`src/rtl/vdp_arb_pkg.sv`:
```
// Shared types and sizing for the VDP VRAM arbiter slice.
package vdp_arb_pkg;

  localparam int unsigned VRAM_AW       = 14;
  localparam int unsigned VRAM_DW       = 8;
  localparam int unsigned ACCESS_CYCLES = 4;

  typedef enum logic [1:0] {
    ST_IDLE,
    ST_ISSUE,
    ST_WAIT,
    ST_CAPT
  } arb_state_t;

endpackage

```
`src/rtl/vdp_vram_arb_if.sv`:
```
// Request/ack bus between the VRAM arbiter (master) and the SRAM controller (slave).
interface vdp_vram_arb_if;
  import vdp_arb_pkg::*;

  logic               vram_req;
  logic               vram_wr;
  logic [VRAM_AW-1:0] vram_addr;
  logic [VRAM_DW-1:0] vram_wdata;
  logic               vram_ack;
  logic [VRAM_DW-1:0] vram_rdata;

  modport master (
    output vram_req, vram_wr, vram_addr, vram_wdata,
    input  vram_ack, vram_rdata
  );

  modport slave (
    input  vram_req, vram_wr, vram_addr, vram_wdata,
    output vram_ack, vram_rdata
  );

endinterface

```
`src/rtl/vdp_cpu_port.sv`:
```
// CPU side of the arbiter: auto-incrementing address register, write holding
// register, read-ahead latch, and the pending/overrun flags.
module vdp_cpu_port
  import vdp_arb_pkg::*;
(
  input  logic               clk40m,
  input  logic               rst_n,
  input  logic               cpu_addr_ld,
  input  logic [VRAM_AW-1:0] cpu_addr,
  input  logic               cpu_rd_ahead,
  input  logic               cpu_data_wr,
  input  logic [VRAM_DW-1:0] cpu_wdata,
  input  logic               cpu_data_rd,
  output logic [VRAM_DW-1:0] cpu_rdata,
  output logic               cpu_busy,
  output logic               cpu_overrun,
  output logic               pend,
  output logic [VRAM_AW-1:0] addr,
  output logic               wr,
  output logic [VRAM_DW-1:0] wdata,
  input  logic               done,
  input  logic [VRAM_DW-1:0] rdata
);

  logic strobe;

  assign strobe   = cpu_addr_ld | cpu_data_wr | cpu_data_rd;
  assign cpu_busy = pend;

  // pend stays set through the whole access so busy covers queue and flight;
  // done can only arrive while pend is set, so strobes then only flag overrun.
  always_ff @(posedge clk40m or negedge rst_n) begin
    if (!rst_n) begin
      addr        <= '0;
      wdata       <= '0;
      cpu_rdata   <= '0;
      pend        <= 1'b0;
      wr          <= 1'b0;
      cpu_overrun <= 1'b0;
    end else begin
      if (done) begin
        pend <= 1'b0;
        addr <= addr + VRAM_AW'(1);
        if (!wr) cpu_rdata <= rdata;
      end
      if (strobe) begin
        if (pend) begin
          cpu_overrun <= 1'b1;
        end else if (cpu_addr_ld) begin
          addr <= cpu_addr;
          pend <= cpu_rd_ahead;
          wr   <= 1'b0;
        end else if (cpu_data_wr) begin
          wdata <= cpu_wdata;
          pend  <= 1'b1;
          wr    <= 1'b1;
        end else begin
          pend <= 1'b1;
          wr   <= 1'b0;
        end
      end
    end
  end

endmodule

```
`src/rtl/vdp_vram_arb.sv`:
```
// VRAM arbiter: display fetch has priority, CPU port fills idle slots.
// Optional display/CPU fairness bound enabled by VDP_ARB_FAIR_EN.
module vdp_vram_arb
  import vdp_arb_pkg::*;
#(
  parameter int unsigned FAIR_LIMIT = 3
) (
  input  logic               clk40m,
  input  logic               rst_n,
  input  logic               disp_req,
  input  logic [VRAM_AW-1:0] disp_addr,
  output logic               disp_ack,
  output logic [VRAM_DW-1:0] disp_rdata,
  input  logic               cpu_addr_ld,
  input  logic [VRAM_AW-1:0] cpu_addr,
  input  logic               cpu_rd_ahead,
  input  logic               cpu_data_wr,
  input  logic [VRAM_DW-1:0] cpu_wdata,
  input  logic               cpu_data_rd,
  output logic [VRAM_DW-1:0] cpu_rdata,
  output logic               cpu_busy,
  output logic               cpu_overrun,
  vdp_vram_arb_if.master     vram
);

  arb_state_t         state_q, state_d;
  logic               owner_cpu_q;
  logic               grant_disp, grant_cpu;
  logic               capt, cpu_done, disp_done;
  logic               cpu_elig, fair_hit;
  logic               p_pend, p_wr;
  logic [VRAM_AW-1:0] p_addr;
  logic [VRAM_DW-1:0] p_wdata;
  logic [VRAM_DW-1:0] disp_rdata_q;

  vdp_cpu_port u_cpu_port (
    .clk40m       (clk40m),
    .rst_n        (rst_n),
    .cpu_addr_ld  (cpu_addr_ld),
    .cpu_addr     (cpu_addr),
    .cpu_rd_ahead (cpu_rd_ahead),
    .cpu_data_wr  (cpu_data_wr),
    .cpu_wdata    (cpu_wdata),
    .cpu_data_rd  (cpu_data_rd),
    .cpu_rdata    (cpu_rdata),
    .cpu_busy     (cpu_busy),
    .cpu_overrun  (cpu_overrun),
    .pend         (p_pend),
    .addr         (p_addr),
    .wr           (p_wr),
    .wdata        (p_wdata),
    .done         (cpu_done),
    .rdata        (vram.vram_rdata)
  );

  assign capt      = (state_q == ST_CAPT);
  assign cpu_done  = capt & owner_cpu_q;
  assign disp_done = capt & ~owner_cpu_q;
  // The CPU op being captured this cycle is still flagged pending; exclude it.
  assign cpu_elig  = p_pend & ~cpu_done;

`ifdef VDP_ARB_FAIR_EN
  localparam int unsigned FCW = (FAIR_LIMIT < 1) ? 1 : $clog2(FAIR_LIMIT + 1);
  logic [FCW-1:0] fair_cnt;

  always_ff @(posedge clk40m or negedge rst_n) begin
    if (!rst_n)
      fair_cnt <= '0;
    else if (grant_cpu || !cpu_elig)
      fair_cnt <= '0;
    else if (grant_disp && (fair_cnt != FCW'(FAIR_LIMIT)))
      fair_cnt <= fair_cnt + FCW'(1);
  end

  assign fair_hit = (fair_cnt == FCW'(FAIR_LIMIT));
`else
  assign fair_hit = 1'b0;
`endif

  always_comb begin
    state_d    = state_q;
    grant_disp = 1'b0;
    grant_cpu  = 1'b0;
    unique case (state_q)
      ST_IDLE, ST_CAPT: begin
        if (disp_req && !(fair_hit && cpu_elig))
          grant_disp = 1'b1;
        else if (cpu_elig)
          grant_cpu = 1'b1;
        state_d = (grant_disp || grant_cpu) ? ST_ISSUE : ST_IDLE;
      end
      ST_ISSUE: state_d = ST_WAIT;
      ST_WAIT:  if (vram.vram_ack) state_d = ST_CAPT;
      default:  state_d = ST_IDLE;
    endcase
  end

  always_ff @(posedge clk40m or negedge rst_n) begin
    if (!rst_n) begin
      state_q      <= ST_IDLE;
      owner_cpu_q  <= 1'b0;
      disp_rdata_q <= '0;
    end else begin
      state_q <= state_d;
      if (grant_disp || grant_cpu) owner_cpu_q <= grant_cpu;
      if (disp_done) disp_rdata_q <= vram.vram_rdata;
    end
  end

  // Request is issued combinationally from IDLE/CAPT to keep the 4-cycle cadence.
  assign vram.vram_req   = grant_disp | grant_cpu;
  assign vram.vram_wr    = grant_cpu & p_wr;
  assign vram.vram_addr  = grant_cpu ? p_addr : (grant_disp ? disp_addr : '0);
  assign vram.vram_wdata = p_wdata;

  assign disp_ack   = disp_done;
  assign disp_rdata = disp_done ? vram.vram_rdata : disp_rdata_q;

endmodule

```
`src/flat_wrapper.sv`:
```
// flat-port wrapper written by rule: the top's interface ports become plain ports
module vdp_vram_arb_flat import vdp_arb_pkg::*;
#(
  parameter int unsigned FAIR_LIMIT = 3
)
  (clk40m, rst_n, disp_req, disp_addr, disp_ack, disp_rdata, cpu_addr_ld, cpu_addr, cpu_rd_ahead, cpu_data_wr, cpu_wdata, cpu_data_rd, cpu_rdata, cpu_busy, cpu_overrun, vram_vram_req, vram_vram_wr, vram_vram_addr, vram_vram_wdata, vram_vram_ack, vram_vram_rdata);
  vdp_vram_arb_if vram_i ();
  input  logic clk40m;
  input  logic rst_n;
  input  logic disp_req;
  input  logic [VRAM_AW-1:0] disp_addr;
  output logic disp_ack;
  output logic [VRAM_DW-1:0] disp_rdata;
  input  logic cpu_addr_ld;
  input  logic [VRAM_AW-1:0] cpu_addr;
  input  logic cpu_rd_ahead;
  input  logic cpu_data_wr;
  input  logic [VRAM_DW-1:0] cpu_wdata;
  input  logic cpu_data_rd;
  output logic [VRAM_DW-1:0] cpu_rdata;
  output logic cpu_busy;
  output logic cpu_overrun;
  output wire logic [$bits(vram_i.vram_req)-1:0] vram_vram_req;
  output wire logic [$bits(vram_i.vram_wr)-1:0] vram_vram_wr;
  output wire logic [$bits(vram_i.vram_addr)-1:0] vram_vram_addr;
  output wire logic [$bits(vram_i.vram_wdata)-1:0] vram_vram_wdata;
  input wire logic [$bits(vram_i.vram_ack)-1:0] vram_vram_ack;
  input wire logic [$bits(vram_i.vram_rdata)-1:0] vram_vram_rdata;
  assign vram_vram_req = vram_i.vram_req;
  assign vram_vram_wr = vram_i.vram_wr;
  assign vram_vram_addr = vram_i.vram_addr;
  assign vram_vram_wdata = vram_i.vram_wdata;
  assign vram_i.vram_ack = vram_vram_ack;
  assign vram_i.vram_rdata = vram_vram_rdata;
  vdp_vram_arb #(.FAIR_LIMIT(FAIR_LIMIT)) u_core (.clk40m(clk40m), .rst_n(rst_n), .disp_req(disp_req), .disp_addr(disp_addr), .disp_ack(disp_ack), .disp_rdata(disp_rdata), .cpu_addr_ld(cpu_addr_ld), .cpu_addr(cpu_addr), .cpu_rd_ahead(cpu_rd_ahead), .cpu_data_wr(cpu_data_wr), .cpu_wdata(cpu_wdata), .cpu_data_rd(cpu_data_rd), .cpu_rdata(cpu_rdata), .cpu_busy(cpu_busy), .cpu_overrun(cpu_overrun), .vram(vram_i));
endmodule
```
`config.mk`:
```
export PLATFORM = sky130hd
export DESIGN_NAME = vdp_vram_arb_flat
export DESIGN_NICKNAME = d
export VERILOG_FILES = /design/src/rtl/vdp_arb_pkg.sv /design/src/rtl/vdp_vram_arb_if.sv /design/src/rtl/vdp_cpu_port.sv /design/src/rtl/vdp_vram_arb.sv /design/src/flat_wrapper.sv
export SDC_FILE = /design/constraint.sdc
export NUM_CORES = 1
export LEC_CHECK = 0
export BUFFER_PORTS_ARGS = -buffer_cell sky130_fd_sc_hd__buf_2
export CORE_MARGIN = 5
export CORE_UTILIZATION = 40
export DETAILED_ROUTE_END_ITERATION = 8
export GPL_TIMING_DRIVEN = 0
export PLACE_DENSITY_LB_ADDON = 0.12
export SLEW_MARGIN = 10
export SYNTH_ARGS = -nofsm -noshare
export SYNTH_HDL_FRONTEND = slang
export SYNTH_SLANG_ARGS = --single-unit
```
`constraint.sdc`:
```
create_clock -name clk40m -period 3.06 [get_ports clk40m]
set_input_delay 0.918 -clock clk40m [delete_from_list [all_inputs] [get_ports clk40m]]
set_output_delay 0.918 -clock clk40m [all_outputs]
set_load 0.005 [all_outputs]
```
Word-level counts from Yosys, hierarchy flattened
Cells that the tools add are included.
{"block": "word_totals", "output_inout_bits": 43, "in_bits": 52, "elab_cells": 57, "ff_bits": 44}
{"block": "classes", "n_eq_ne": 4, "add_sub_neg": 1, "n_bitwise": 12, "n_mux": 23, "n_reduce_logical": 8}
{"operator": "2-to-1 mux 14 bit", "n": 6}
{"operator": "adder 14 x 1 -> 14 bit, second input constant", "n": 1}
{"operator": "2-to-1 mux 1 bit", "n": 14}
{"operator": "2-to-1 mux 8 bit", "n": 1}
{"operator": "one-hot mux 2 bit (3 select lines)", "n": 1}
{"operator": "AND reduction 2 bit", "n": 3}
{"operator": "NOT 1 bit", "n": 5}
{"operator": "AND 1 bit", "n": 4}
{"operator": "equality test 2 bit, second input constant", "n": 2}
{"operator": "AND reduction 4 bit", "n": 1}
{"operator": "OR 1 bit", "n": 3}
{"operator": "equality test 2 x 1 -> 1 bit, second input constant", "n": 1}
{"operator": "logical NOT 2 bit", "n": 1}
{"operator": "logical OR 1 bit", "n": 2}
{"operator": "2-to-1 mux 2 bit", "n": 1}
{"operator": "inequality test 2 bit, second input constant", "n": 1}
{"operator": "OR reduction 2 bit", "n": 1}

Longest topological paths before layout
{"block": "depth", "ltp_word": 10, "depth_mapped": 6, "depth_no_buf": 5}

Modules after synthesis
A second synthesis with hierarchy kept.
{"block": "unflattened", "hier_cells": 188, "hier_area_um2": 2169.6}
{"module": "vdp_cpu_port", "area_each_um2": 1525.2, "instances": 1, "cells_per_inst": 134, "seq_area_each_um2": 825.8}
{"module": "vdp_vram_arb", "area_each_um2": 644.4, "instances": 1, "cells_per_inst": 54, "seq_area_each_um2": 275.3}

Least setup slack after synthesis
OpenSTA, ideal clock, no wires.
{"block": "synth_path", "kind": "input to output", "startpoint": "in disp_req", "endpoint": "out vram_vram_addr[10]", "setup_slack_ns": 0.443, "required_ns": 2.142, "n_path_buf": 2, "cell_stages": 4, "t_arrival_ns": 1.699, "cell_sequence": "and2_1 -> clkbuf_1 -> clkbuf_1 -> a22o_1"}
{"block": "synth_between", "elab_chain_cells": 5, "word_cells_on_any_way": 8, "cone_classes": "mux (8)"}
{"element": "from (decl)", "line_no": "flat_wrapper.sv:10", "source": "input logic disp_req;"}
{"element": "2-to-1 mux 1 bit", "line_no": "vdp_vram_arb.sv:86", "source": "if (disp_req && !(fair_hit && cpu_elig))"}
{"element": "2-to-1 mux 1 bit (2 in a row)", "line_no": "vdp_vram_arb.sv:84", "source": "unique case (state_q)"}
{"element": "2-to-1 mux 14 bit", "line_no": "vdp_vram_arb.sv:113", "source": "assign vram.vram_addr = grant_cpu ? p_addr : (grant_disp ? disp_addr : '0);"}
{"element": "2-to-1 mux 14 bit *", "line_no": "vdp_vram_arb.sv:113"}
{"element": "to (decl)", "line_no": "flat_wrapper.sv:25", "source": "output wire logic [$bits(vram_i.vram_addr)-1:0] vram_vram_addr;"}
Every way passes the cells marked *; elsewhere a longest branch is shown, timed or not. The select of a mux whose other input is x is not followed.

Final worst setup path
{"block": "layout_path", "startpoint": "reg u_core.state_q[0]", "endpoint": "out vram_vram_wr"}
{"block": "layout_between", "elab_chain_cells": 9, "word_cells_on_any_way": 11, "cone_classes": "eq/ne (1); mux (4); bitwise (4); reduce/logical (2)"}
{"element": "from (decl)", "line_no": "vdp_vram_arb.sv:26", "source": "arb_state_t state_q, state_d;"}
{"element": "from (signal assigned)", "line_no": "vdp_vram_arb.sv:104", "source": "state_q <= state_d;"}
{"element": "equality test 2 bit", "line_no": "vdp_vram_arb.sv:56, vdp_vram_arb.sv:84"}
{"element": "AND 1 bit", "line_no": "vdp_vram_arb.sv:57", "source": "assign cpu_done = capt & owner_cpu_q;"}
{"element": "NOT 1 bit", "line_no": "vdp_vram_arb.sv:60", "source": "assign cpu_elig = p_pend & ~cpu_done;"}
{"element": "AND 1 bit", "line_no": "vdp_vram_arb.sv:60"}
{"element": "2-to-1 mux 1 bit", "line_no": "vdp_vram_arb.sv:88", "source": "else if (cpu_elig)"}
{"element": "2-to-1 mux 1 bit", "line_no": "vdp_vram_arb.sv:86"}
{"element": "2-to-1 mux 1 bit", "line_no": "vdp_vram_arb.sv:84"}
{"element": "2-to-1 mux 1 bit *", "line_no": "vdp_vram_arb.sv:84"}
{"element": "AND 1 bit *", "line_no": "vdp_vram_arb.sv:112", "source": "assign vram.vram_wr = grant_cpu & p_wr;"}
{"element": "to (decl)", "line_no": "flat_wrapper.sv:24", "source": "output wire logic [$bits(vram_i.vram_wr)-1:0] vram_vram_wr;"}
Marks and branches as above.

==> results list <==
- FFs w/ async S/R, synth: 100.0%
- Detailed Place HPWL: 3.888 mm
* Pin count of the biggest net entering global routing: 45
- Vias: 1757
- The first global-routing pass estimated 8.680 mm of wire.
- Synth top cells by count: 44 x sky130_fd_sc_hd__dfrtp_1, 26 x sky130_fd_sc_hd__mux2_2, 18 x sky130_fd_sc_hd__nand2_1
- Fraction of synthesized area in multiplexers: 14.18%
- Dominant synthesized flop cell: sky130_fd_sc_hd__dfrtp_1
* Number of ports placed on the die boundary: 95
- Synthesized netlist net count: 241
* Synthesized-area fraction occupied by ao, oa, aoi and oai cells: 11.25%
- Across the routed clock network, the largest skew measured is 0.009965 ns.
- Post-synthesis simple-gate area fraction: 12.71%
- Maximum number of buffers from clock root to sink: 2
* Worst path required time: 2.14 ns
- The analysis attributes to cell leakage a power of 1.328 nW.
- Library cells used by synthesis: 35
- At the placement stage, the worst setup path has a slack of -0.02886 ns.
* Final Hold Violating Endpoints: 0
- The tool flagged a number of max-cap violations equal to 0.
- Largest vdd supply drop: 0.4089 mV
- Sequential cells burn 41.3% of the power.
- At the pin with the least slew margin, the transition time is 0.9599 ns.
- After synthesis, the largest area contributor takes up 51.55% of total cell area.
- Switching pwr: 0.9840 mW
- Width of the die: 83.07 um
* Max-Slew Margin vs Limit: 36.01%
- Floorplan die area: 0.006901 mm2
* Core area: 0.005140 mm2
- Area growth, synth to finish: 30.40%
- Post-layout worst setup margin: 0.1889 ns
- Post-synth top area cell: sky130_fd_sc_hd__dfrtp_1
- Avg WL per Cell: 14.31 um
* Residual overflow from global routing: 0
- Net Sw Frac: 36.73%
- Effective utilization at floorplan: 41.55%
* Iteration-0 DRC count of the detailed router: 46
- STA classifies the critical path startpoint as a flip-flop.
- The tree built by TritonCTS fans out to 44 sinks.
* Die span in y: 83.07 um
- Share of total power in the clock network: 13.0%
* Area after detailed placement: 0.002694 mm2
- In the routed layout, each cell is associated on average with a via count of 4.935.
- Start-to-end type of the worst setup path: flip-flop to output pin
- Detailed-route DRC error count: 0
- HP Class: flip-flop to flip-flop
- Of the total power, combinational logic draws 45.7%.
* Highest Clock Rate: 348.3 MHz
- Initial antenna violation count: 0
* Int Pwr: 1.695 mW
* Count of antenna diodes in the layout: 0
- The worst path in the final design needs a cycle of 2.871 ns, including I/O delays and setup.
* Top cells by area, synth: sky130_fd_sc_hd__dfrtp_1 52%, sky130_fd_sc_hd__mux2_2 14%, sky130_fd_sc_hd__a22o_1 5.7%
* Share of the synthesized netlist area taken by xor and xnor gates: 5.331%
- STA classifies the critical path endpoint as an output pin.
- Port buffering added 94 buffers.
- Layout cells sized above 1: 49.30%
- CTS tree: yes
* Vias in the first global route: 1796
* Clock latency on the worst-skew pair: 0.29 ns
* Number of levels in the clock H-tree: 2
- Share of the clock period used by the worst path: 93.83%
* Adder-cell share of the synthesized area: 1.757%
- Root Buffer: sky130_fd_sc_hd__clkbuf_8
- Drt total wl: 5.095 mm
- A synthesized cell averages 11.48 um2.
* Combinational family with the most area after synthesis: multiplexers
* Setup repair after global routing missed its margin: no
* Number of standard cells after synthesis: 186
* Seq/Total Area, Yosys: 51.55%
- Core Rows: 26
- The congestion estimate from routability-driven global placement came to 0.7641.
- Global routing used 15.41% of the available tracks.
- Clock tree synthesis inserted a total of 5 buffers.
* Final max-slew violation count: 0
- The run finished with clean final reports.
* Number of flops mapped to enable cells by yosys: 0
* Number of nets in the layout: 341
- CP Data Arrival Time: 1.95 ns
* Cell Area, Synth: 0.002136 mm2
- Setup violations remaining at the end of the flow were counted as 0.
- YS warnings: 0
- Clock slew at reported path FFs: 0.09 ns
* Seq cells post-synth: 44
- Counting the fill cells in the layout gives 493.
- Largest fanout on the critical path: 10
- For this design the ratio of total power to cell area is 961.9 mW/mm2.
- Total iterations of the first detailed-routing run: 4
* Library cell with the highest instance count after synthesis: sky130_fd_sc_hd__dfrtp_1
* Post-route design area: 0.002785 mm2
- Antenna viol nets, final: 0
## registers in the layout (all words and copies together), names as in the netlist
name,count
u_core.u_cpu_port.addr,14
u_core.u_cpu_port.wr,1
u_core.u_cpu_port.cpu_busy,1
u_core.owner_cpu_q,1
u_core.u_cpu_port.wdata,8
u_core.u_cpu_port.cpu_overrun,1
u_core.state_q,2
u_core.u_cpu_port.cpu_rdata,8
u_core.disp_rdata_q,8
## logic make-up (layout without fill, tap and decap cells)
kind of cell             after synthesis  after routing
XOR/XNOR                              13             13
adder cells (fa/ha/maj)                3              3
flip-flops                            44             44
buffers and inverters                 14            114
AND/OR/NAND/NOR                       50             50
AO/OA/AOI/OAI                         35             35
multiplexers                          27             27
## metal layers
layer | global-route usage [%] | wire length (um)
met5 | 0 | 0
met4 | 4.012 | 57
met1 | 20.04 | 2273
met3 | 5.149 | 335
met2 | 24.64 | 2428
## cell type report
cell class / count / area [um2] / share of cell area [%]
sequential: 44 / 1101 / 39.53
clock buffer: 5 / 68.82 / 2.471
tap: 70 / 87.58 / 3.145
clock inverter: 2 / 12.51 / 0.4492
buffer: 7 / 46.29 / 1.662
timing repair buffer: 94 / 470.5 / 16.89
inverter: 6 / 22.52 / 0.8086
multi-input combinational: 128 / 975.9 / 35.04
## cell usage in the layout (no fill, tap or decap), types with 2 or more instances in the layout
master,n
sky130_fd_sc_hd__inv_1,6
sky130_fd_sc_hd__xnor2_1,10
sky130_fd_sc_hd__nand2_1,17
sky130_fd_sc_hd__nand4_1,3
sky130_fd_sc_hd__nand3_1,2
sky130_fd_sc_hd__a22o_1,14
sky130_fd_sc_hd__nand2b_1,2
sky130_fd_sc_hd__mux2_2,26
sky130_fd_sc_hd__nor4_1,3
sky130_fd_sc_hd__xor2_1,3
sky130_fd_sc_hd__dfrtp_1,44
sky130_fd_sc_hd__o21ai_0,13
sky130_fd_sc_hd__buf_2,98
sky130_fd_sc_hd__a21oi_1,3
sky130_fd_sc_hd__nor2b_1,2
sky130_fd_sc_hd__ha_1,3
sky130_fd_sc_hd__clkbuf_8,5
sky130_fd_sc_hd__nor2_1,6
sky130_fd_sc_hd__nor3_1,4
sky130_fd_sc_hd__and2_1,2
## per-stage QoR
step,hold slack [ns],util [%],std cells,total power [mW],TNS (ns)
final,0.4644,54.19,356,2.679,0
after CTS,0.4733,54.07,357,2.714,0
after floorplan,0.4510,-,186,1.835,0
after detailed placement,0.4471,52.41,350,2.352,-0.1625
after global placement,0.4421,52.41,350,2.325,-0.009142
after global routing,0.5113,54.19,356,2.924,0
## final timing paths
| kind | slack (ns) | to | depth (start not counted) | startpoint |
|---|---|---|---|---|
| worst max-delay path | 0.19 | vram_vram_wr | 7 | u_core.state_q[0] |
| worst min-delay path | 0.46 | u_core.u_cpu_port.cpu_overrun | 1 | u_core.u_cpu_port.cpu_overrun |
| worst max register to register | 1.32 | u_core.u_cpu_port.addr[13] | 5 | u_core.state_q[0] |
| worst min register to register | 0.46 | u_core.u_cpu_port.cpu_overrun | 1 | u_core.u_cpu_port.cpu_overrun |
| max in group asynchronous | 1.69 | u_core.u_cpu_port.wdata[2] | 1 | rst_n |
| min in group asynchronous | 0.77 | u_core.state_q[0] | 1 | rst_n |
## critical path, cell delays in order, from the launching register on
cell and delay [ns]:
sky130_fd_sc_hd__dfrtp_1 0.41, sky130_fd_sc_hd__ha_1 0.27, sky130_fd_sc_hd__nand2_2 0.15, sky130_fd_sc_hd__nand3_1 0.16, sky130_fd_sc_hd__nor2_4 0.19, sky130_fd_sc_hd__buf_4 0.22, sky130_fd_sc_hd__and2_1 0.14, sky130_fd_sc_hd__buf_2 0.11
## power by group through the flow
stage	Sequential, mW	Combinational (mW)	Clock [mW]
2_1_floorplan	1.08	0.755	0
3_3_place_gp	1.11	1.22	0
3_5_place_dp	1.12	1.23	0
4_1_cts	1.11	1.24	0.362
5_1_grt	1.16	1.38	0.391
6_report	1.11	1.22	0.348
## what timing repair did
item | CTS | global route
buffers inserted | 0 | 0
hold buffers | 0 | 0
gates resized for setup | 2 | 4
gates cloned | 0 | 0
endpoints found under the setup margin | 10 | 10
Power figures use the tool's default switching activity.
